File: src/rtl/adc_spi_pkg.sv
// Shared types and default constants for the ADC SPI frame controller.
// Holds the FSM state enum and the default frame geometry.
// Optional macro used by the top: ADC_SPI_DONE_PULSE_EN (adds a done pulse output).
package adc_spi_pkg;

  // FSM states: idle, command shift-out, sample read window, chip-select high hold
  typedef enum logic [1:0] {
    ST_IDLE = 2'd0,
    ST_CMD  = 2'd1,
    ST_READ = 2'd2,
    ST_HOLD = 2'd3
  } adc_spi_state_t;

  // Default frame geometry: start, single-ended, channel 0, MSB-first format
  localparam int         DEF_CMD_BITS       = 4;
  localparam logic [3:0] DEF_CMD            = 4'b1101;
  localparam int         DEF_READ_BITS      = 12;
  localparam int         DEF_CS_HIGH_CYCLES = 2;

  // Counter width able to hold (count-1) for the largest of the three phases
  function automatic int cnt_width(input int a, input int b, input int c);
    int m;
    int w;
    m = a;
    if (b > m) m = b;
    if (c > m) m = c;
    w = $clog2(m);
    if (w < 1) w = 1;
    return w;
  endfunction

endpackage

File: src/rtl/adc_spi_cmd_shreg.sv
// Parallel-load, MSB-first shift register holding the ADC command word.
// Latency: load/shift take effect on the next rising edge; next_bit is combinational from the register.
// Backpressure: none; load has priority over shift, both are single-cycle strobes from the FSM.
module adc_spi_cmd_shreg #(
  parameter int W = 4
) (
  input  logic         clk,
  input  logic         reset,
  input  logic         load,
  input  logic         shift,
  input  logic [W-1:0] load_val,
  output logic         next_bit
);

  logic [W-1:0] q;
  logic [W-1:0] q_shifted;

  // The bit that will sit at the MSB after the next shift is the one the FSM presents next
  assign q_shifted = q << 1;
  assign next_bit  = q_shifted[W-1];

  // Load the command word at frame start, then move one bit toward the MSB per command cycle
  always_ff @(posedge clk or negedge reset) begin
    if (!reset) begin
      q <= '0;
    end else if (load) begin
      q <= load_val;
    end else if (shift) begin
      q <= q_shifted;
    end
  end

endmodule

File: src/rtl/adc_spi_fsm.sv
// Frames one ADC conversion per start_read: chip_en low, command bits out on sdo, then a reading window.
// Latency: chip_en/sdo change on the edge sampling start_read; frame is CMD_BITS+READ_BITS cycles plus CS_HIGH_CYCLES hold.
// Backpressure: start_read is ignored while busy (not queued), except a held request restarts on the final hold edge.
// Optional macro ADC_SPI_DONE_PULSE_EN adds a one-cycle registered done pulse coincident with chip_en rising.
module adc_spi_fsm
  import adc_spi_pkg::*;
#(
  parameter int                  CMD_BITS       = DEF_CMD_BITS,
  parameter logic [CMD_BITS-1:0] CMD            = CMD_BITS'(DEF_CMD),
  parameter int                  READ_BITS      = DEF_READ_BITS,
  parameter int                  CS_HIGH_CYCLES = DEF_CS_HIGH_CYCLES
) (
  input  logic clk,
  input  logic reset,
  input  logic start_read,
`ifdef ADC_SPI_DONE_PULSE_EN
  output logic done,
`endif
  output logic sdo,
  output logic reading,
  output logic chip_en
);

  localparam int              CNT_W     = cnt_width(CMD_BITS, READ_BITS, CS_HIGH_CYCLES);
  localparam logic [CNT_W-1:0] CMD_LOAD  = CNT_W'(CMD_BITS - 1);
  localparam logic [CNT_W-1:0] READ_LOAD = CNT_W'(READ_BITS - 1);
  localparam logic [CNT_W-1:0] HOLD_LOAD = CNT_W'(CS_HIGH_CYCLES - 1);
  localparam logic [CNT_W-1:0] CNT_ONE   = CNT_W'(1);

  adc_spi_state_t   state;
  logic [CNT_W-1:0] cnt;
  logic             cnt_zero;
  logic             frame_start;
  logic             shift_en;
  logic             cmd_next_bit;

  assign cnt_zero = (cnt == '0);

  // A frame starts from IDLE, or directly out of the last HOLD cycle when the request is still held
  assign frame_start = start_read &&
                       ((state == ST_IDLE) || ((state == ST_HOLD) && cnt_zero));

  // Advance the command word on every CMD cycle except the one that leaves for READ
  assign shift_en = (state == ST_CMD) && !cnt_zero;

  adc_spi_cmd_shreg #(
    .W (CMD_BITS)
  ) u_cmd_shreg (
    .clk      (clk),
    .reset    (reset),
    .load     (frame_start),
    .shift    (shift_en),
    .load_val (CMD),
    .next_bit (cmd_next_bit)
  );

  // Frame sequencer: owns the phase counter and drives all outputs from registers
  always_ff @(posedge clk or negedge reset) begin
    if (!reset) begin
      state   <= ST_IDLE;
      cnt     <= '0;
      chip_en <= 1'b1;
      sdo     <= 1'b0;
      reading <= 1'b0;
`ifdef ADC_SPI_DONE_PULSE_EN
      done    <= 1'b0;
`endif
    end else begin
`ifdef ADC_SPI_DONE_PULSE_EN
      done <= 1'b0;
`endif
      case (state)
        ST_IDLE: begin
          if (frame_start) begin
            state   <= ST_CMD;
            chip_en <= 1'b0;
            sdo     <= CMD[CMD_BITS-1];
            cnt     <= CMD_LOAD;
          end
        end

        ST_CMD: begin
          if (cnt_zero) begin
            // CMD[0] has been on the wire for a full cycle; open the sample window
            state   <= ST_READ;
            sdo     <= 1'b0;
            reading <= 1'b1;
            cnt     <= READ_LOAD;
          end else begin
            sdo <= cmd_next_bit;
            cnt <= cnt - CNT_ONE;
          end
        end

        ST_READ: begin
          if (cnt_zero) begin
            state   <= ST_HOLD;
            reading <= 1'b0;
            chip_en <= 1'b1;
            cnt     <= HOLD_LOAD;
`ifdef ADC_SPI_DONE_PULSE_EN
            done    <= 1'b1;
`endif
          end else begin
            cnt <= cnt - CNT_ONE;
          end
        end

        ST_HOLD: begin
          if (cnt_zero) begin
            if (frame_start) begin
              // Back-to-back request: chip_en has met its minimum high time
              state   <= ST_CMD;
              chip_en <= 1'b0;
              sdo     <= CMD[CMD_BITS-1];
              cnt     <= CMD_LOAD;
            end else begin
              state <= ST_IDLE;
            end
          end else begin
            cnt <= cnt - CNT_ONE;
          end
        end

        default: begin
          state   <= ST_IDLE;
          chip_en <= 1'b1;
          sdo     <= 1'b0;
          reading <= 1'b0;
        end
      endcase
    end
  end

endmodule

File: config.mk
export PLATFORM = sky130hd
export DESIGN_NAME = adc_spi_fsm
export DESIGN_NICKNAME = d
export VERILOG_FILES = /design/src/rtl/adc_spi_pkg.sv /design/src/rtl/adc_spi_cmd_shreg.sv /design/src/rtl/adc_spi_fsm.sv
export SDC_FILE = /design/constraint.sdc
export NUM_CORES = 1
export LEC_CHECK = 0
export CORE_UTILIZATION = 40
export DETAILED_ROUTE_END_ITERATION = 7
export SKIP_LAST_GASP = 1
export SYNTH_ARGS = -nofsm -noshare
export SYNTH_HDL_FRONTEND = slang
export SYNTH_SLANG_ARGS = --single-unit
File: constraint.sdc
create_clock -name clk -period 3.75 [get_ports clk]
set_input_delay 0.5625 -clock clk [delete_from_list [all_inputs] [get_ports clk]]
set_output_delay 0.5625 -clock clk [all_outputs]
set_load 0.01 [all_outputs]
# After elaboration in Yosys (flattened, before gate mapping)
# Index checks and enable logic that the tools add are counted.
[totals] output_inout_bits=3 ff_bits=12 elab_cells=52 inputBits=3
[op_classes] muxes=23 reduce_logical=15 eq_ne=7 addsub=1
[ops] cell="$mux 4" n=4
[ops] cell="$pmux 4 s4" n=1
[ops] cell="$mux 1" n=8
[ops] cell="$mux 2" n=4
[ops] cell="$ne 2x2->1 const B" n=4
[ops] cell="$pmux 2 s4" n=1
[ops] cell="$mux 3" n=2
[ops] cell="$pmux 1 s3" n=2
[ops] cell="$reduce_and 3->1" n=2
[ops] cell="$reduce_bool 3->1" n=2
[ops] cell="$eq 2x2->1 const B" n=2
[ops] cell="$logic_not 4->1" n=1
[ops] cell="$reduce_and 4->1" n=1
[ops] cell="$reduce_bool 2->1" n=2
[ops] cell="$sub 4x1->4 const B" n=1
[ops] cell="$logic_and 1x1->1" n=3
[ops] cell="$eq 2x1->1 const B" n=1
[ops] cell="$logic_not 2->1" n=1
[ops] cell="$pmux 1 s2" n=1
[ops] cell="$reduce_and 2->1" n=1
[ops] cell="$logic_not 1->1" n=1
[ops] cell="$logic_or 1x1->1" n=1

# Logic depth before layout (Yosys ltp)
[logic_depth] ltp_word=7 mapped_depth=6 ltp_nobuf=5

# Hierarchy
# A second synthesis with hierarchy kept.
[unflattened] hier_cells=83 area_unflattened_um2=830.8
[by_module_without_submodules] module="adc_spi_fsm" area_each_um2=703.2 seq_area_each_um2=226.5 n_inst=1 cells_each=71
[by_module_without_submodules] module="adc_spi_cmd_shreg" area_each_um2=127.6 seq_area_each_um2=75.1 n_inst=1 cells_each=12

# Worst setup path after synthesis
# OpenSTA, ideal clock, no wires.
[synth_timing] path_type="flip-flop to flip-flop" startpoint="register cnt[0]" endpoint="register sdo" path_stages_with_launch=7 period_less_slack_ns=1.656 n_path_buf=1 setup_time_ns=0.141 path_slack_ns=2.094 arrival_time_ns=1.515 t_required_ns=3.609 cell_sequence="dfrtp_1 inv_1 ha_1 or3b_1 clkbuf_1 a221oi_1 a221oi_2"
[synth_between] elab_chain_len=7 word_cells_on_any_way=10 classes_between="1 x eq/ne; 4 x mux; 5 x reduce/logical"
[synth_rtl] element="start: declaration" line_no="adc_spi_fsm.sv:31" text="logic [CNT_W-1:0] cnt;"
[synth_rtl] element="start signal: assignment" line_no="adc_spi_fsm.sv:91" text="cnt <= cnt - CNT_ONE;"
[synth_rtl] element="start signal: assignment" line_no="adc_spi_fsm.sv:105" text="cnt <= cnt - CNT_ONE;"
[synth_rtl] element="start signal: assignment" line_no="adc_spi_fsm.sv:121" text="cnt <= cnt - CNT_ONE;"
[synth_rtl] element="$logic_not 4->1 *" line_no="adc_spi_fsm.sv:37" text="assign cnt_zero = (cnt == '0);"
[synth_rtl] element="$logic_and 1x1->1" line_no="adc_spi_fsm.sv:41" text="((state == ST_IDLE) || ((state == ST_HOLD) && cnt_zero));"
[synth_rtl] element="$logic_or 1x1->1" line_no="adc_spi_fsm.sv:41"
[synth_rtl] element="$logic_and 1x1->1" line_no="adc_spi_fsm.sv:40" text="assign frame_start = start_read &&"
[synth_rtl] element="$mux 1 (2 in a row)"
[synth_rtl] element="$pmux 1 s3" line_no="adc_spi_fsm.sv:72" text="case (state)"
[synth_rtl] element="end signal: assignment" line_no="adc_spi_fsm.sv:77" text="sdo <= CMD[CMD_BITS-1];"
[synth_rtl] element="end signal: assignment" line_no="adc_spi_fsm.sv:90" text="sdo <= cmd_next_bit;"
[synth_rtl] element="end signal: assignment" line_no="adc_spi_fsm.sv:115" text="sdo <= CMD[CMD_BITS-1];"
[synth_rtl] element="end: declaration" line_no="adc_spi_fsm.sv:19" text="output logic sdo,"
# Mark *: on every way between the ends. The rest lies on a longest branch, timed or not. The select of a mux whose other input is x is not followed.
# A chain may end at the register's enable or synchronous reset.

# Worst setup path in the final report
[layout_timing] startpoint="register chip_en" endpoint="output port chip_en"
[layout_rtl] element="start: declaration" line_no="adc_spi_fsm.sv:21" text="output logic chip_en"
[layout_rtl] element="start signal: assignment" line_no="adc_spi_fsm.sv:62" text="chip_en <= 1'b1;"
[layout_rtl] element="start signal: assignment" line_no="adc_spi_fsm.sv:76" text="chip_en <= 1'b0;"
[layout_rtl] element="start signal: assignment" line_no="adc_spi_fsm.sv:99" text="chip_en <= 1'b1;"
# No word-level cell between the ends.

==> impl_metrics.xml <==
<?xml version="1.0" encoding="UTF-8"?>
<metrics>
  <group name="clocking">
    <metric name="postCtsSetupBuffers" unit="">0</metric>
    <metric name="cts.htree.levels" unit="">1</metric>
    <metric name="cts.reportedPaths.clkPinSlew" unit="ns">0.08</metric>
    <metric name="cts_made_buffers" unit="">3</metric>
    <metric name="clkLatencyLatePin" unit="ns">0.28</metric>
    <metric name="clock-sinks" unit="">12</metric>
    <metric name="clockRootBuffer" unit="">sky130_fd_sc_hd__clkbuf_4</metric>
    <metric name="cts-hold-fix-buffers" unit="">0</metric>
    <metric name="tritoncts" unit="">built</metric>
    <metric name="post_cts_resized" unit="">0</metric>
    <metric name="ctsLongestPathBuffers" unit="">2</metric>
  </group>
  <group name="hold_path">
    <metric name="hold_class" unit="">reg -&gt; reg</metric>
    <metric name="timing.hold.worst_path_depth" unit="">2</metric>
    <metric name="hold_path_end" unit="">u_cmd_shreg.q[0]</metric>
    <metric name="timing.hold.worst.start" unit="">u_cmd_shreg.q[0]</metric>
  </group>
  <group name="setup_path">
    <metric name="worst-r2r-setup-slack" unit="ns">1.89</metric>
    <metric name="worstReg2RegStart" unit="">state[0]</metric>
    <metric name="max_stage_delay" unit="ns">0.55</metric>
    <metric name="cp_max_fo" unit="">3</metric>
    <metric name="cp.required" unit="ns">3.19</metric>
    <metric name="worst_setup_sp_type" unit="">register</metric>
    <metric name="timing.setup.critical_path_class" unit="">reg -&gt; out</metric>
    <metric name="cell_family_with_the_largest_share_of_critical_path_delay" unit="">flip-flops</metric>
    <metric name="crit_slowest_cell" unit="">sky130_fd_sc_hd__dfstp_2</metric>
    <metric name="setup.worst_path.end_class" unit="">output pin</metric>
    <metric name="reg2reg_depth" unit="">5</metric>
    <metric name="endpoint_arrival_time_on_the_critical_path" unit="ns">1.35</metric>
    <metric name="crit_path_cell_trace" unit="">clkdlybuf4s50_1</metric>
    <metric name="critical_path_buf_inv_count" unit="">1</metric>
    <metric name="critical_path.reg2reg.endpoint" unit="">state[1]</metric>
  </group>
  <group name="placed_design">
    <metric name="port_buffers" unit="">5</metric>
    <metric name="finalWeightedCongestion" unit="">0.806</metric>
    <metric name="half_perimeter_wire_length_of_the_detailed_placement_result" unit="µm">1210</metric>
    <metric name="placedCellCount" unit="">110</metric>
    <metric name="dpl_worst_slack" unit="ns">1.90</metric>
  </group>
  <group name="synthesis">
    <metric name="yosys.cell_types.count" unit="">41</metric>
    <metric name="netlist_instances" unit="">83</metric>
    <metric name="synth_top_cells_by_count" unit="">sky130_fd_sc_hd__dfrtp_1, sky130_fd_sc_hd__ha_1, sky130_fd_sc_hd__inv_1, sky130_fd_sc_hd__a21oi_1, sky130_fd_sc_hd__o21ai_0</metric>
    <metric name="synth-seq-area-share" unit="%">36.8</metric>
    <metric name="yosys_warning_total" unit="">0</metric>
    <metric name="synth_top_cells_by_area" unit="">sky130_fd_sc_hd__dfrtp_1, sky130_fd_sc_hd__ha_1, sky130_fd_sc_hd__a21oi_1</metric>
    <metric name="syn-cell-area" unit="µm²">820</metric>
    <metric name="synth_ff_type" unit="">sky130_fd_sc_hd__dfrtp_1</metric>
    <metric name="number_of_enable_flip_flop_cells_after_synthesis" unit="">0</metric>
    <metric name="synth_nets" unit="">93</metric>
    <metric name="postSynth.asyncResetShare" unit="%">100</metric>
    <metric name="post-synth-top-area-fraction" unit="%">33.6</metric>
    <metric name="yosysTopAreaCell" unit="">sky130_fd_sc_hd__dfrtp_1</metric>
    <metric name="post_synth.cell_area_avg" unit="µm²">9.87</metric>
    <metric name="yosys_register_bits" unit="">12</metric>
    <metric name="synth.most_common_cell" unit="">sky130_fd_sc_hd__dfrtp_1</metric>
  </group>
  <group name="global_route">
    <metric name="grt.met2_usage" unit="%">26.8</metric>
    <metric name="vias_in_the_first_global_route" unit="">604</metric>
    <metric name="groute.layer.met1.usage" unit="%">23.8</metric>
    <metric name="globalRoute.busiestLayer" unit="">met2</metric>
    <metric name="global_route.usage.total" unit="%">17.6</metric>
    <metric name="gr-usage-met3" unit="%">4.62</metric>
    <metric name="grt_antenna_before_repair" unit="">0</metric>
    <metric name="largest_net_degree_at_the_start_of_global_routing" unit="">13</metric>
    <metric name="globalRouteOverflowTotal" unit="">0</metric>
    <metric name="grt_first_pass_wirelength" unit="µm">2720</metric>
  </group>
  <group name="power">
    <metric name="static-leakage-power" unit="nW">0.388</metric>
    <metric name="totalPowerFinal" unit="mW">0.919</metric>
    <metric name="peakVddDrop" unit="mV">0.462</metric>
    <metric name="power-per-cell-area" unit="mW/mm²">1010</metric>
  </group>
  <group name="drt">
    <metric name="detailedRoute.firstIterationViolations" unit="">7</metric>
    <metric name="ant_nets" unit="">0</metric>
    <metric name="wl_per_cell" unit="µm">14.4</metric>
    <metric name="drcViolationCount" unit="">0</metric>
    <metric name="detail_route.first_pass.iterations" unit="">4</metric>
    <metric name="avgViaCountPerCell" unit="">5.56</metric>
    <metric name="postRouteWirelength" unit="µm">1640</metric>
    <metric name="via_count" unit="">634</metric>
  </group>
  <group name="finish">
    <metric name="layout-drive-gt1-share" unit="%">17.2</metric>
    <metric name="post-route-util" unit="%">46.6</metric>
    <metric name="area_growth_syn_to_layout" unit="%">10.5</metric>
    <metric name="num_antenna_cells" unit="">0</metric>
    <metric name="final_nets" unit="">98</metric>
    <metric name="finalNonFillerCells" unit="">114</metric>
  </group>
  <group name="timing">
    <metric name="timing.final.crit_share" unit="%">51.0</metric>
    <metric name="setup_slack" unit="ns">1.84</metric>
    <metric name="fin_tns_setup" unit="ns">0</metric>
    <metric name="setup_violations" unit="">0</metric>
    <metric name="timing_limited_maximum_frequency" unit="MHz">523</metric>
    <metric name="report.final.hold_viol_count" unit="">0</metric>
    <metric name="finClkSkew" unit="ns">0.00459</metric>
    <metric name="worstMarginPinSlew" unit="ns">0.580</metric>
    <metric name="period_minus_slack" unit="ns">1.91</metric>
    <metric name="unrepaired_setup_endpoints_after_global_routing" unit="">false</metric>
    <metric name="timing.final.max_slew_violations" unit="">0</metric>
    <metric name="worst_slew_margin_rel" unit="%">61.2</metric>
  </group>
  <group name="floorplan">
    <metric name="die_w" unit="µm">47.3</metric>
    <metric name="num_rows" unit="">16</metric>
    <metric name="chipHeight" unit="µm">47.3</metric>
    <metric name="std_cell_core_area" unit="mm²">0.00194</metric>
    <metric name="pin_count" unit="">6</metric>
    <metric name="floorplan.initialDensity" unit="%">42.2</metric>
    <metric name="die_area" unit="mm²">0.00223</metric>
  </group>
  <group name="run">
    <metric name="timing.max_cap.violations" unit="">0</metric>
  </group>
  <group name="run_status">
    <metric name="result_of_the_run" unit="">complete, no violations</metric>
  </group>
</metrics>
[worst reg2reg max path: stages (launching register included)]
cell	delay, ns
sky130_fd_sc_hd__dfrtp_1	0.44
sky130_fd_sc_hd__inv_1	0.14
sky130_fd_sc_hd__ha_1	0.28
sky130_fd_sc_hd__nor3_1	0.42
sky130_fd_sc_hd__o22ai_1	0.16
sky130_fd_sc_hd__mux2_2	0.30
[layout by cell type (no fill, tap or decap), drive strengths merged, types with 3 or more instances in the layout]
cell / netlist / routed
clkdlybuf4s50: 0 / 5
inv: 7 / 7
o22ai: 3 / 3
ha: 7 / 7
clkbuf: 2 / 4
a21oi: 6 / 6
nand3: 3 / 3
dfrtp: 11 / 11
o21ai: 5 / 5
[through the flow]
stage | hold slack, ns | area, µm²
6_report | 0.531 | 906
5_1_grt | 0.571 | 906
4_1_cts | 0.531 | 906
3_5_place_dp | 0.512 | 870
3_3_place_gp | 0.508 | 870
2_1_floorplan | 0.267 | 820
[layer usage]
metal,part of all wire [%],wire [µm],vias to the layer above
met3,3.6,59,4
li1,-,-,316
met4,0.85,14,0
met1,49,799,299
met5,0,0,-
met2,47,764,15
[flip-flops by register name, summed over array words and instances (netlist names)]
register       count
state              2
cnt                4
reading            1
u_cmd_shreg.q      3
chip_en            1
sdo                1
[cell type report]
class	instances	area [µm²]
flip-flops and latches	12	302
clock buffers	4	36.3
inverters	7	26.3
well taps	27	33.8
multi-input cells	59	458
fillers	197	1040
repair buffers	5	50.0
[how the worst max path moves through the flow]
stage	start	to	slack, ns	cells after the start
global route	state[0]	state[1]	1.76	5
detailed placement	start_read	cnt[2]	1.90	3
global placement	start_read	cnt[2]	1.89	3
finish	chip_en	chip_en	1.84	1
CTS	chip_en	chip_en	1.84	1
floorplan	cnt[0]	sdo	2.09	6
[power by group]
part | internal [mW] | switching (mW) | total (mW)
Sequential | 0.199 | 0.0650 | 0.264
Clock | 0.0590 | 0.0473 | 0.106
Combinational | 0.266 | 0.283 | 0.549
[cells by family after synthesis]
group / count (synthesis) / share of synthesized area, %
AO/OA/AOI/OAI: 31 / 27.0
adder cells (fa/ha/maj): 7 / 10.7
buffers and inverters: 12 / 7.33
AND/OR/NAND/NOR: 20 / 16.8
multiplexers: 1 / 1.37
flip-flops: 12 / 36.8
(Power assumes the default switching activity.)
